$ cat src/rtl/reg_bus_master_if.sv
// reg_bus_master_if: command, response and register-bus signals of reg_bus_master
interface reg_bus_master_if #(parameter int DATA_WIDTH = 8);
  logic                  cmd_valid;
  logic                  cmd_ready;
  logic                  cmd_write;
  logic [DATA_WIDTH-1:0] cmd_addr;
  logic [DATA_WIDTH-1:0] cmd_wdata;
  logic                  rsp_valid;
  logic                  rsp_ready;
  logic                  rsp_write;
  logic [DATA_WIDTH-1:0] rsp_rdata;
  logic                  busy;
  logic                  read_flag;
  logic                  write_flag;
  logic [DATA_WIDTH-1:0] amba_addr;
  logic [DATA_WIDTH-1:0] bus_wdata;
  logic [DATA_WIDTH-1:0] bus_rdata;
  modport master (
    input  cmd_valid, cmd_write, cmd_addr, cmd_wdata, rsp_ready, bus_rdata,
    output cmd_ready, rsp_valid, rsp_write, rsp_rdata, busy, read_flag, write_flag, amba_addr, bus_wdata
  );
  modport slave (
    output cmd_valid, cmd_write, cmd_addr, cmd_wdata, rsp_ready, bus_rdata,
    input  cmd_ready, rsp_valid, rsp_write, rsp_rdata, busy, read_flag, write_flag, amba_addr, bus_wdata
  );
endinterface

$ cat src/rtl/reg_bus_master.sv
// reg_bus_master: FIFO-buffered command initiator for the register bank bus
module reg_bus_master #(
  parameter int DATA_WIDTH = 8,
  parameter int FIFO_DEPTH = 4
) (
  input logic SYS_CLK,
  input logic rst,
  reg_bus_master_if.master bus
);
  localparam int PW = $clog2(FIFO_DEPTH);
  localparam int EW = 2 * DATA_WIDTH + 1;
  typedef enum logic [2:0] {IDLE, WRITE, READ, READ_WAIT, RESP} state_t;
  state_t                state_q, state_d;
  logic [EW-1:0]         mem_q [FIFO_DEPTH];
  logic [EW-1:0]         mem_d [FIFO_DEPTH];
  logic [PW-1:0]         wr_ptr_q, wr_ptr_d, rd_ptr_q, rd_ptr_d;
  logic [PW:0]           count_q, count_d;
  logic [DATA_WIDTH-1:0] addr_q, addr_d, wdata_q, wdata_d, rdata_q, rdata_d;
  logic                  rsp_write_q, rsp_write_d;
  logic                  push, pop;
  logic [EW-1:0]         head;
  assign bus.cmd_ready  = count_q != (PW+1)'(FIFO_DEPTH);
  assign push           = bus.cmd_valid && bus.cmd_ready;
  assign pop            = state_q == IDLE && count_q != '0;
  assign head           = mem_q[rd_ptr_q];
  assign bus.read_flag  = state_q == READ;
  assign bus.write_flag = state_q == WRITE;
  assign bus.rsp_valid  = state_q == RESP;
  assign bus.amba_addr  = addr_q;
  assign bus.bus_wdata  = wdata_q;
  assign bus.rsp_write  = rsp_write_q;
  assign bus.rsp_rdata  = rdata_q;
  assign bus.busy       = count_q != '0 || state_q != IDLE;
  // Command FIFO: store on push, advance pointers and occupancy
  always_comb begin
    mem_d = mem_q;
    if (push) mem_d[wr_ptr_q] = {bus.cmd_write, bus.cmd_addr, bus.cmd_wdata};
    wr_ptr_d = wr_ptr_q + PW'(push);
    rd_ptr_d = rd_ptr_q + PW'(pop);
    count_d  = count_q + (PW+1)'(push) - (PW+1)'(pop);
  end
  // Transaction sequencing: pop, strobe, capture read data, hold response
  always_comb begin
    state_d     = state_q;
    addr_d      = addr_q;
    wdata_d     = wdata_q;
    rdata_d     = rdata_q;
    rsp_write_d = rsp_write_q;
    case (state_q)
      IDLE: if (pop) begin
        addr_d  = head[EW-2:DATA_WIDTH];
        wdata_d = head[DATA_WIDTH-1:0];
        state_d = head[EW-1] ? WRITE : READ;
      end
      WRITE: begin
        rsp_write_d = 1'b1;
        rdata_d     = '0;
        state_d     = RESP;
      end
      READ: state_d = READ_WAIT;
      READ_WAIT: begin
        rsp_write_d = 1'b0;
        rdata_d     = bus.bus_rdata;
        state_d     = RESP;
      end
      RESP: state_d = bus.rsp_ready ? IDLE : RESP;
      default: state_d = IDLE;
    endcase
  end
  // Control and datapath registers with synchronous flush
  always_ff @(posedge SYS_CLK) begin
    if (rst) begin
      state_q     <= IDLE;
      wr_ptr_q    <= '0;
      rd_ptr_q    <= '0;
      count_q     <= '0;
      addr_q      <= '0;
      wdata_q     <= '0;
      rdata_q     <= '0;
      rsp_write_q <= 1'b0;
    end else begin
      state_q     <= state_d;
      wr_ptr_q    <= wr_ptr_d;
      rd_ptr_q    <= rd_ptr_d;
      count_q     <= count_d;
      addr_q      <= addr_d;
      wdata_q     <= wdata_d;
      rdata_q     <= rdata_d;
      rsp_write_q <= rsp_write_d;
    end
  end
  // FIFO storage needs no reset; entries are only read behind the write pointer
  always_ff @(posedge SYS_CLK) begin
    mem_q <= mem_d;
  end
endmodule

$ cat src/flat_wrapper.sv
// flat-port wrapper written by rule: the top's interface ports become plain ports
module reg_bus_master_flat 
#(
  parameter int DATA_WIDTH = 8,
  parameter int FIFO_DEPTH = 4
)
  (SYS_CLK, rst, bus_cmd_valid, bus_cmd_write, bus_cmd_addr, bus_cmd_wdata, bus_rsp_ready, bus_bus_rdata, bus_cmd_ready, bus_rsp_valid, bus_rsp_write, bus_rsp_rdata, bus_busy, bus_read_flag, bus_write_flag, bus_amba_addr, bus_bus_wdata);
  reg_bus_master_if #(.DATA_WIDTH(DATA_WIDTH)) bus_i ();
  input logic SYS_CLK;
  input logic rst;
  input wire logic [$bits(bus_i.cmd_valid)-1:0] bus_cmd_valid;
  input wire logic [$bits(bus_i.cmd_write)-1:0] bus_cmd_write;
  input wire logic [$bits(bus_i.cmd_addr)-1:0] bus_cmd_addr;
  input wire logic [$bits(bus_i.cmd_wdata)-1:0] bus_cmd_wdata;
  input wire logic [$bits(bus_i.rsp_ready)-1:0] bus_rsp_ready;
  input wire logic [$bits(bus_i.bus_rdata)-1:0] bus_bus_rdata;
  output wire logic [$bits(bus_i.cmd_ready)-1:0] bus_cmd_ready;
  output wire logic [$bits(bus_i.rsp_valid)-1:0] bus_rsp_valid;
  output wire logic [$bits(bus_i.rsp_write)-1:0] bus_rsp_write;
  output wire logic [$bits(bus_i.rsp_rdata)-1:0] bus_rsp_rdata;
  output wire logic [$bits(bus_i.busy)-1:0] bus_busy;
  output wire logic [$bits(bus_i.read_flag)-1:0] bus_read_flag;
  output wire logic [$bits(bus_i.write_flag)-1:0] bus_write_flag;
  output wire logic [$bits(bus_i.amba_addr)-1:0] bus_amba_addr;
  output wire logic [$bits(bus_i.bus_wdata)-1:0] bus_bus_wdata;
  assign bus_i.cmd_valid = bus_cmd_valid;
  assign bus_i.cmd_write = bus_cmd_write;
  assign bus_i.cmd_addr = bus_cmd_addr;
  assign bus_i.cmd_wdata = bus_cmd_wdata;
  assign bus_i.rsp_ready = bus_rsp_ready;
  assign bus_i.bus_rdata = bus_bus_rdata;
  assign bus_cmd_ready = bus_i.cmd_ready;
  assign bus_rsp_valid = bus_i.rsp_valid;
  assign bus_rsp_write = bus_i.rsp_write;
  assign bus_rsp_rdata = bus_i.rsp_rdata;
  assign bus_busy = bus_i.busy;
  assign bus_read_flag = bus_i.read_flag;
  assign bus_write_flag = bus_i.write_flag;
  assign bus_amba_addr = bus_i.amba_addr;
  assign bus_bus_wdata = bus_i.bus_wdata;
  reg_bus_master #(.DATA_WIDTH(DATA_WIDTH), .FIFO_DEPTH(FIFO_DEPTH)) u_core (.SYS_CLK(SYS_CLK), .rst(rst), .bus(bus_i));
endmodule
$ cat config.mk
export PLATFORM = sky130hd
export DESIGN_NAME = reg_bus_master_flat
export DESIGN_NICKNAME = d
export VERILOG_FILES = /design/src/rtl/reg_bus_master_if.sv /design/src/rtl/reg_bus_master.sv /design/src/flat_wrapper.sv
export SDC_FILE = /design/constraint.sdc
export NUM_CORES = 1
export LEC_CHECK = 0
export ABC_AREA = 1
export BUFFER_PORTS_ARGS = -buffer_cell sky130_fd_sc_hd__clkbuf_2
export CAP_MARGIN = 10
export CORE_ASPECT_RATIO = 0.7
export CORE_MARGIN = 2
export CORE_UTILIZATION = 55
export CTS_BUF_LIST = sky130_fd_sc_hd__clkbuf_4
export DETAILED_ROUTE_END_ITERATION = 16
export MAX_ROUTING_LAYER = met4
export PLACE_DENSITY = 0.77
export SLEW_MARGIN = 40
export SYNTH_ARGS = -nofsm -noshare
export SYNTH_HDL_FRONTEND = slang
export SYNTH_SLANG_ARGS = --single-unit
$ cat constraint.sdc
create_clock -name SYS_CLK -period 3.15 [get_ports SYS_CLK]
set_clock_uncertainty 0.05 [all_clocks]
set_input_delay 0.4725 -clock SYS_CLK [delete_from_list [all_inputs] [get_ports SYS_CLK]]
set_output_delay 0.4725 -clock SYS_CLK [all_outputs]
set_load 0.01 [all_outputs]
; ---- Yosys cells after proc, flatten, opt, wreduce, memory -nomap -nowiden
; Cells that the tools add are included.
[totals]
latchBits = 0
n_memories = 0
mem_bits_rw = 0
mem_bits_ro = 0
in_bits = 29
out_inout_bits = 30
elab_cells = 49
reg_bits = 103
[classes]
bitwise = 2
mux = 12
n_shift = 0
reduce_logical = 10
addsub = 4
n_div = 0
mul = 0
magnitude_cmp = 3
eq_ne = 6
[op_table]
columns = op, n
row1 = bitwise mux 68 bit, 1
row2 = two-way mux 17 bit, 3
row3 = binary-select mux 17 bit (select 2 bit), 1
row4 = demux 17 bit (select 2 bit), 1
row5 = one-hot mux 8 bit (2 select lines), 1
row6 = one-hot mux 3 bit (4 select lines), 1
row7 = "equality test 3 x 2 -> 1 bit, second input constant", 2
row8 = "greater-or-equal comparator 3 bit, second input constant", 2
row9 = two-way mux 3 bit, 2
row10 = NOT 2 -> 3 bit, 2
row11 = nonzero test 3 bit, 2
row12 = adder 2 x 1 -> 2 bit, 2
row13 = adder 3 x 1 -> 3 bit, 1
row14 = "equality test 3 x 1 -> 1 bit, second input constant", 1
row15 = "equality test 3 bit, second input constant", 1
row16 = logical AND 1 bit, 3
row17 = logical NOT 3 bit, 1
row18 = "less-than comparator 3 x 1 -> 1 bit, second input constant", 1
row19 = "inequality test 3 bit, second input constant", 1
row20 = subtractor 3 x 1 -> 3 bit, 1
row21 = two-way mux 2 bit, 1
row22 = "inequality test 2 x 1 -> 1 bit, second input constant", 1
row23 = one-hot mux 1 bit (2 select lines), 1
row24 = AND reduction 2 bit, 1
row25 = 3 further kinds, 3

; ---- Logic depth before layout (Yosys ltp)
; Gate-level depths: netlist of the first run.
[logic_depth]
word_depth = 7
depth_mapped = 12
ltp_nobuf = 11

; ---- Worst setup path before layout of the first run
; OpenSTA, ideal clock, no wires.
[synth_path]
path_kind = register -> register
start = reg u_core.count_q[1]
end = reg u_core.mem_q[17] (netlist name), enable pin
slack_ns = 0.794
stages_incl_launch_ff = 5
required_ns = 2.687
path_buffers = 0
t_arrival_ns = 1.893
synth_period_minus_slack_ns = 2.356
setup_time_ns = 0.413
cell_sequence = dfxtp_1 > nor2_1 > nand2_1 > nand2_1 > nor3_1
[synth_via]
elab_chain_len = 2
[synth_rtl]
columns = item, line
row1 = from (decl), reg_bus_master.sv:17  ; logic [PW:0] count_q, count_d;
row2 = from (signal assigned), reg_bus_master.sv:85  ; count_q <= count_d;
row3 = inequality test 3 bit, reg_bus_master.sv:22  ; assign bus.cmd_ready = count_q != (PW+1)'(FIFO_DEPTH);
row4 = via bus_cmd_ready, flat_wrapper.sv:17  ; output wire logic [$bits(bus_i.cmd_ready)-1:0] bus_cmd_ready;
row5 = logical AND 1 bit, reg_bus_master.sv:23  ; assign push = bus.cmd_valid && bus.cmd_ready;
row6 = to (signal assigned), reg_bus_master.sv:94  ; mem_q <= mem_d;
row7 = to (decl), reg_bus_master.sv:14  ; logic [EW-1:0] mem_q [FIFO_DEPTH];
; The timed path passes the listed nets, and every way through them passes these cells.
; A chain may end at the register's enable or synchronous reset.

; ---- Worst setup path after layout of the first run
[layout_path]
start = reg u_core.count_q[1]
end = reg u_core.count_q[2]
[layout_via]
elab_chain_len = 4
word_cells_on_any_way = 6
cone_classes = 2 x add/sub / 1 x eq/ne / 3 x reduce/logical
[layout_rtl]
columns = item, line
row1 = inequality test 3 bit, reg_bus_master.sv:22
row2 = logical AND 1 bit, reg_bus_master.sv:23
row3 = adder 3 x 1 -> 3 bit, reg_bus_master.sv:40  ; count_d = count_q + (PW+1)'(push) - (PW+1)'(pop);
row4 = subtractor 3 x 1 -> 3 bit *, reg_bus_master.sv:40
; Every way passes the cells marked *; elsewhere a longest branch is shown, timed or not.

==> results of run 1 <==
## per-stage QoR
| step | instances | setup WS, ns | cell area (um^2) | total power [mW] | hold WS [ns] |
|---|---|---|---|---|---|
| finish | 617 | 1.13 | 4700 | 3.99 | 0.192 |
| global route | 617 | 0.973 | 4700 | 4.33 | 0.152 |
| CTS | 617 | 1.13 | 4700 | 4.02 | 0.164 |
| detailed placement | 601 | 1.19 | 4590 | 3.45 | 0.409 |
| global placement | 601 | 1.21 | 4590 | 3.41 | 0.402 |
| floorplan | 457 | 0.794 | 4240 | 3.12 | 0.432 |
## critical path, delay by kind of cell (launching register included)
family | cells | cell delay, ns
xor gates and xnor gates | 1 | 0.19
DFF | 1 | 0.39
buffers and inverters | 1 | 0.04
adders and majority gates | 2 | 0.53
and+or+nand+nor | 6 | 0.75
## how the worst max path moves through the flow
stage | end | slack [ns] | cells after the start
after global placement | u_core.count_q[2]$_SDFF_PP0_ | 1.21 | 10
after global routing | u_core.count_q[2]$_SDFF_PP0_ | 0.97 | 10
after floorplan | u_core.mem_q[17]$_DFFE_PP_ | 0.79 | 4
after detailed placement | u_core.count_q[2]$_SDFF_PP0_ | 1.19 | 10
final | u_core.count_q[2]$_SDFF_PP0_ | 1.13 | 10
after CTS | u_core.count_q[2]$_SDFF_PP0_ | 1.13 | 10
## flip-flops by register name (all words and copies together), names as in the netlist
signal / count
u_core.rd_ptr_q: 2
u_core.bus.rsp_write: 1
u_core.wr_ptr_q: 2
u_core.bus.rsp_rdata: 8
u_core.count_q: 3
u_core.bus.bus_wdata: 8
u_core.mem_q: 68
u_core.state_q: 3
u_core.bus.amba_addr: 8
## power breakdown
part	internal [mW]	switching [mW]	total (mW)
Clock	0.171	0.402	0.574
Combinational	0.530	0.996	1.53
Sequential	1.71	0.174	1.89
## kinds of logic after synthesis
kind of cell / count (synthesis) / share of synthesized area (%)
AND/OR/NAND/NOR: 270 / 25.0
flip-flops: 103 / 64.7
buffers and inverters: 66 / 7.20
AO/OA/AOI/OAI: 12 / 1.42
XOR/XNOR: 3 / 0.620
adder cells (fa/ha/maj): 3 / 1.06
## cell type report
| class | count | area (um^2) | area share [%] |
|---|---|---|---|
| clock inverter | 6 | 35.0 | 0.745 |
| sequential | 103 | 2740 | 58.4 |
| clock buffer | 10 | 75.1 | 1.60 |
| tap | 98 | 123 | 2.61 |
| inverter | 49 | 186 | 3.96 |
| multi-input combinational | 288 | 1210 | 25.8 |
| timing repair buffer | 63 | 328 | 6.97 |
## metal layers
metal  share of wire (%)  vias up  track usage (%)
met5                   0        -                -
li1                    -     1530                -
met1                  45     1294             23.5
met2                  47       66             32.2
met3                 6.0       13             5.04
met4                 1.5        0             7.44
## Yosys cell counts
cell type,count
fa_1,1
nor2_4,2
buf_2,5
nand2_4,1
nand2_2,3
buf_4,7
nand3b_1,1
ha_1,2
dfxtp_1,35
nor3_1,5
inv_2,3
o21ai_0,1
nand4_1,1
inv_1,45
buf_6,3
nand3_1,3
a21oi_1,11
xor2_1,2
edfxtp_1,68
inv_4,1
nand2_1,173
xnor2_1,1
clkbuf_1,2
nor2_1,81
==> results.sh, run 1 <==
export IMPL_status="completed"
export IMPL_ios=59
export IMPL_post_cts_buffers=0
export IMPL_ys_top_cells_by_area="edfxtp_1 (48%), dfxtp_1 (17%), nand2_1 (15%)"
export IMPL_r2r_start="u_core.count_q[1]$_SDFF_PP0_"
export IMPL_syn_area_um2=4240
export IMPL_core_rowCount=26
export IMPL_finalCritPeriodShare_pct=64.2
export IMPL_p_leak_nw=2.13
export IMPL_crit_start="u_core.count_q[1]$_SDFF_PP0_"
export IMPL_maxCapViolCount=0
export IMPL_crit_fanout=35
export IMPL_initial_utilization_pct=57.4
export IMPL_worst_pin_slew_ns=0.706
export IMPL_n_antenna_cell=0
export IMPL_place_gp_congestion=0.748
export IMPL_yosysUniqueCellTypes=24
export IMPL_ant_nets=0
export IMPL_fp_dieW_um=109
export IMPL_portBuffers=58
export IMPL_synth_top_cell_area_share_pct=48.2
export IMPL_yosys_warnings=0
export IMPL_cp_slowest_cell="dfxtp_1"
export IMPL_worstHoldPathType="input pin to flop"
export IMPL_crit_path_start_kind="flop"
export IMPL_powerDensity_nw_per_um2=848
export IMPL_hold_viol_final=0
export IMPL_grt_usage_pct=19.7
export IMPL_cts_tree="built"
export IMPL_slowest_delay_ns=0.39
export IMPL_final_min_clock_period_ns=2.02
export IMPL_wl_per_cell_um=11.9
export IMPL_rsz0062_at_grt="false"
export IMPL_fmax_ghz=0.495
export IMPL_layout_nets=546
export IMPL_drcViolationCount=0
export IMPL_arrival_ns=2.35
export IMPL_vias=2903
export IMPL_slew_headroom_pct=52.9
export IMPL_grt_max_degree=36
export IMPL_ir_worst_vdd_mv=0.500
export IMPL_root_buffer="clkbuf_4"
export IMPL_hold_end="u_core.bus.rsp_rdata[3]$_SDFFE_PP0P_"
export IMPL_drt_iter0_markers=151
export IMPL_design_core_area_um2=7380
export IMPL_netlist_instances=457
export IMPL_clockBufferDepth=2
export IMPL_layout_drive_gt1_share_pct=18.1
export IMPL_post_synth_cell_area_avg_um2=9.28
export IMPL_cts_resized=0
export IMPL_overflow=0
export IMPL_clk_pin_slew_ns=0.15
export IMPL_clk_latency_ns=0.44
export IMPL_dr_pass1_iters=4
export IMPL_dp_hpwl_mm=4.76
export IMPL_cts_buffers=9
export IMPL_slew_violations=0
export IMPL_design_die_area_um2=8440
export IMPL_worst_setup_path_end_kind="flop"
export IMPL_layout_common_cells="nand2_1 (173), nor2_1 (81), edfxtp_1 (68)"
export IMPL_cts_sinks=103
export IMPL_antenna_found_initial=0
export IMPL_finalSetupTns_ns=0
export IMPL_utilization_pct=63.7
export IMPL_layout_commonest_cell="nand2_1"
export IMPL_min_from="bus_bus_rdata[3]"
export IMPL_holdBufCountCts=0
export IMPL_htree_levels=3
export IMPL_syn_to_final_growth_pct=10.9
export IMPL_n_fill_cell=602
export IMPL_ys_seq_area_share_pct=64.7
export IMPL_critPathKind="flop to flop"
export IMPL_die_h_um=77.5
export IMPL_yosysTopAreaCell="edfxtp_1"
export IMPL_finalSetupViolCount=0
export IMPL_wl_mm=7.36
export IMPL_ys_seq_elements=103
export IMPL_reg2reg_slack_ns=1.13
export IMPL_hold_depth=3
export IMPL_syn_nets=489
export IMPL_grt_pass1_wl_mm=12.2
export IMPL_cp_data_required_time_ns=3.48
export IMPL_via_per_inst=4.71
export IMPL_worstRegToRegCells=10
export IMPL_path_cells="nor2_1, nand2_2, nand2_4, xor2_1, ha_1, inv_1, fa_1, nand2_1, nand2_1, nor2_1"
export IMPL_r2r_end="u_core.count_q[2]$_SDFF_PP0_"
export IMPL_grt_pass1_vias=2721
(Power assumes the default switching activity.)
==> inputs of run 2 (changes only) <==
--- a/config.mk
+++ b/config.mk
@@ -10,7 +10,7 @@
 export CAP_MARGIN = 10
 export CORE_ASPECT_RATIO = 0.7
 export CORE_MARGIN = 2
-export CORE_UTILIZATION = 55
+export CORE_UTILIZATION = 53
 export CTS_BUF_LIST = sky130_fd_sc_hd__clkbuf_4
 export DETAILED_ROUTE_END_ITERATION = 16
 export MAX_ROUTING_LAYER = met4
==> constraint.sdc (replaced) <==
create_clock -name SYS_CLK -period 1.8 [get_ports SYS_CLK]
set_clock_uncertainty 0.05 [all_clocks]
set_input_delay 0.27 -clock SYS_CLK [delete_from_list [all_inputs] [get_ports SYS_CLK]]
set_output_delay 0.27 -clock SYS_CLK [all_outputs]
set_load 0.01 [all_outputs]
==> run 2 against run 1 <==
Effect of this change:
- non-clock buffer count grew 38
- first-iteration DRC count is 12% higher
- power grew 88%
- clock power up 99%
- critical path type unchanged
- register-to-register slack got worse by 1.1 ns
==> results.sh, run 2 (same netlist as run 1, synthesis figures left out) <==
export IMPL_layout_drive_gt1_share_pct=20.1
export IMPL_r2r_end="u_core.count_q[1]$_SDFF_PP0_"
export IMPL_p_leak_nw=2.30
export IMPL_htree_levels=3
export IMPL_finalCritPeriodShare_pct=99.2
export IMPL_hold_viol_final=0
export IMPL_cp_data_required_time_ns=2.10
export IMPL_powerDensity_nw_per_um2=1450
export IMPL_ir_worst_vdd_mv=0.894
export IMPL_antenna_found_initial=0
export IMPL_slew_headroom_pct=61.5
export IMPL_status="completed"
export IMPL_layout_nets=584
export IMPL_worstRegToRegCells=9
export IMPL_n_antenna_cell=0
export IMPL_dp_cells=611
export IMPL_n_fill_cell=620
export IMPL_critPathKind="flop to flop"
export IMPL_fmax_ghz=0.560
export IMPL_portBuffers=58
export IMPL_crit_fanout=4
export IMPL_slew_violations=0
export IMPL_place_gp_congestion=0.788
export IMPL_largest_reg_flops=68
export IMPL_design_die_area_um2=8740
export IMPL_dr_pass1_iters=4
export IMPL_endpoint="u_core.count_q[1]$_SDFF_PP0_"
export IMPL_ant_nets=0
export IMPL_syn_to_final_growth_pct=21.4
export IMPL_grt_pass1_wl_mm=13.1
export IMPL_wl_per_cell_um=12.1
export IMPL_instances_no_fill=658
export IMPL_r2r_start="u_core.state_q[2]$_SDFFE_PP0P_"
export IMPL_overflow=0
export IMPL_vias=2973
export IMPL_via_per_inst=4.52
export IMPL_place_ws_ns=0.0806
export IMPL_layout_common_cells="nand2_1 (173), nor2_1 (81), edfxtp_1 (68)"
export IMPL_clk_pin_slew_ns=0.14
export IMPL_wl_mm=7.94
export IMPL_root_buffer="clkbuf_4"
export IMPL_drt_iter0_markers=169
export IMPL_arrival_ns=2.09
export IMPL_drcViolationCount=0
export IMPL_maxCapViolCount=0
export IMPL_worst_slack_ns=0.0142
export IMPL_core_rowCount=27
export IMPL_worst_setup_path_end_kind="flop"
export IMPL_finalSetupViolCount=0
export IMPL_fp_dieW_um=111
export IMPL_crit_start="u_core.state_q[2]$_SDFFE_PP0P_"
export IMPL_die_h_um=78.8
export IMPL_worst_pin_slew_ns=0.577
export IMPL_path_cells="inv_2, nand2_4, nor2_4, nand2_4, xor2_2, ha_2, inv_2, fa_2, nor2_1"
export IMPL_crit_path_start_kind="flop"
export IMPL_cts_sinks=103
export IMPL_slowest_delay_ns=0.51
export IMPL_dp_hpwl_mm=5.00
export IMPL_cp_slowest_cell="fa_2"
export IMPL_grt_usage_pct=20.0
export IMPL_layout_commonest_cell="nand2_1"
export IMPL_finalPower_mw=7.48
export IMPL_final_min_clock_period_ns=1.79
export IMPL_clk_latency_ns=0.45
export IMPL_cts_buffers=9
export IMPL_ios=59
export IMPL_grt_pass1_vias=2802
export IMPL_grt_max_degree=40
export IMPL_hold_depth=3
export IMPL_rsz0062_at_grt="true"
export IMPL_clockBufferDepth=2
export IMPL_cts_tree="built"
export IMPL_initial_utilization_pct=54.3
export IMPL_regMostFlops="u_core.mem_q"
export IMPL_reg2reg_slack_ns=0.01
export IMPL_design_core_area_um2=7800
export IMPL_worstHoldPathType="input pin to flop"
[run 2: changes by cell type in the layout (fill, tap and decap cells not counted), sizes merged]
| cell | previous run | this run |
|---|---|---|
| clkinvlp | 0 | 2 |
| clkinv | 2 | 3 |
| dlygate4sd3 | 0 | 26 |
| bufinv | 0 | 1 |
| inv | 53 | 49 |
| buf | 5 | 17 |
[run 2: how the worst min path moves through the flow]
stage               slack (ns)                              endpoint                                 start
floorplan                 0.29  u_core.bus.rsp_rdata[0]$_SDFFE_PP0P_                                   rst
global placement          0.40  u_core.bus.rsp_rdata[2]$_SDFFE_PP0P_  u_core.bus.rsp_rdata[2]$_SDFFE_PP0P_
detailed placement        0.41  u_core.bus.rsp_rdata[4]$_SDFFE_PP0P_  u_core.bus.rsp_rdata[4]$_SDFFE_PP0P_
CTS                       0.09          u_core.count_q[1]$_SDFF_PP0_                                   rst
global route              0.09  u_core.bus.rsp_rdata[1]$_SDFFE_PP0P_                                   rst
finish                    0.13          u_core.count_q[1]$_SDFF_PP0_                                   rst
[run 2: what timing repair did]
| action | in CTS | in global routing |
|---|---|---|
| setup buffers | 0 | 5 |
| endpoints found under the setup margin | 1 | 4 |
| gates resized for setup | 1 | 9 |
| hold endpoints to repair | 77 | 0 |
| pin swaps | 0 | 4 |
| hold buffers | 26 | 0 |
[run 2: routing by layer]
| metal | share of wire [%] | vias to the layer above | routed length [um] | global-route usage (%) |
|---|---|---|---|---|
| met1 | 46 | 1293 | 3620 | 24.9 |
| met2 | 48 | 78 | 3770 | 32.1 |
| li1 | - | 1600 | - | - |
| met3 | 6.5 | 2 | 518 | 6.79 |
| met5 | 0 | - | 0 | - |
| met4 | 0.34 | 0 | 27 | 4.88 |
[run 2: area by class of cell]
cell class              count  area, um^2  area share, %
multi-input cells         288        1230           24.0
inverters                  49         186           3.62
clock buffers              10        75.1           1.46
repair buffers            101         716           13.9
flip-flops and latches    103        2750           53.4
clock inverters             6        61.3           1.19
well taps                 101         126           2.46
[run 2: worst max-delay path: cells and delay by family, from the launching register on]
family / cells / cell delay [ns]
XOR/XNOR: 1 / 0.14
adder cells (fa/ha/maj): 2 / 0.69
buffers and inverters: 2 / 0.12
flip-flops: 1 / 0.36
AND/OR/NAND/NOR: 4 / 0.33
[run 2: through the flow]
step,utilization (%),hold slack [ns],area [um^2],TNS [ns]
after floorplan,-,0.289,4260,-5.46
after global placement,60.0,0.402,4680,0
after detailed placement,60.0,0.413,4680,0
after CTS,65.1,0.0903,5080,0
after global routing,65.9,0.0876,5140,-0.180
final,65.9,0.134,5140,0
[run 2: report_power, final]
part	leakage (nW)	switching, mW	internal [mW]
logic	1.32	1.92	1.19
clock network	0.0677	0.710	0.433
registers	0.911	0.227	3.00
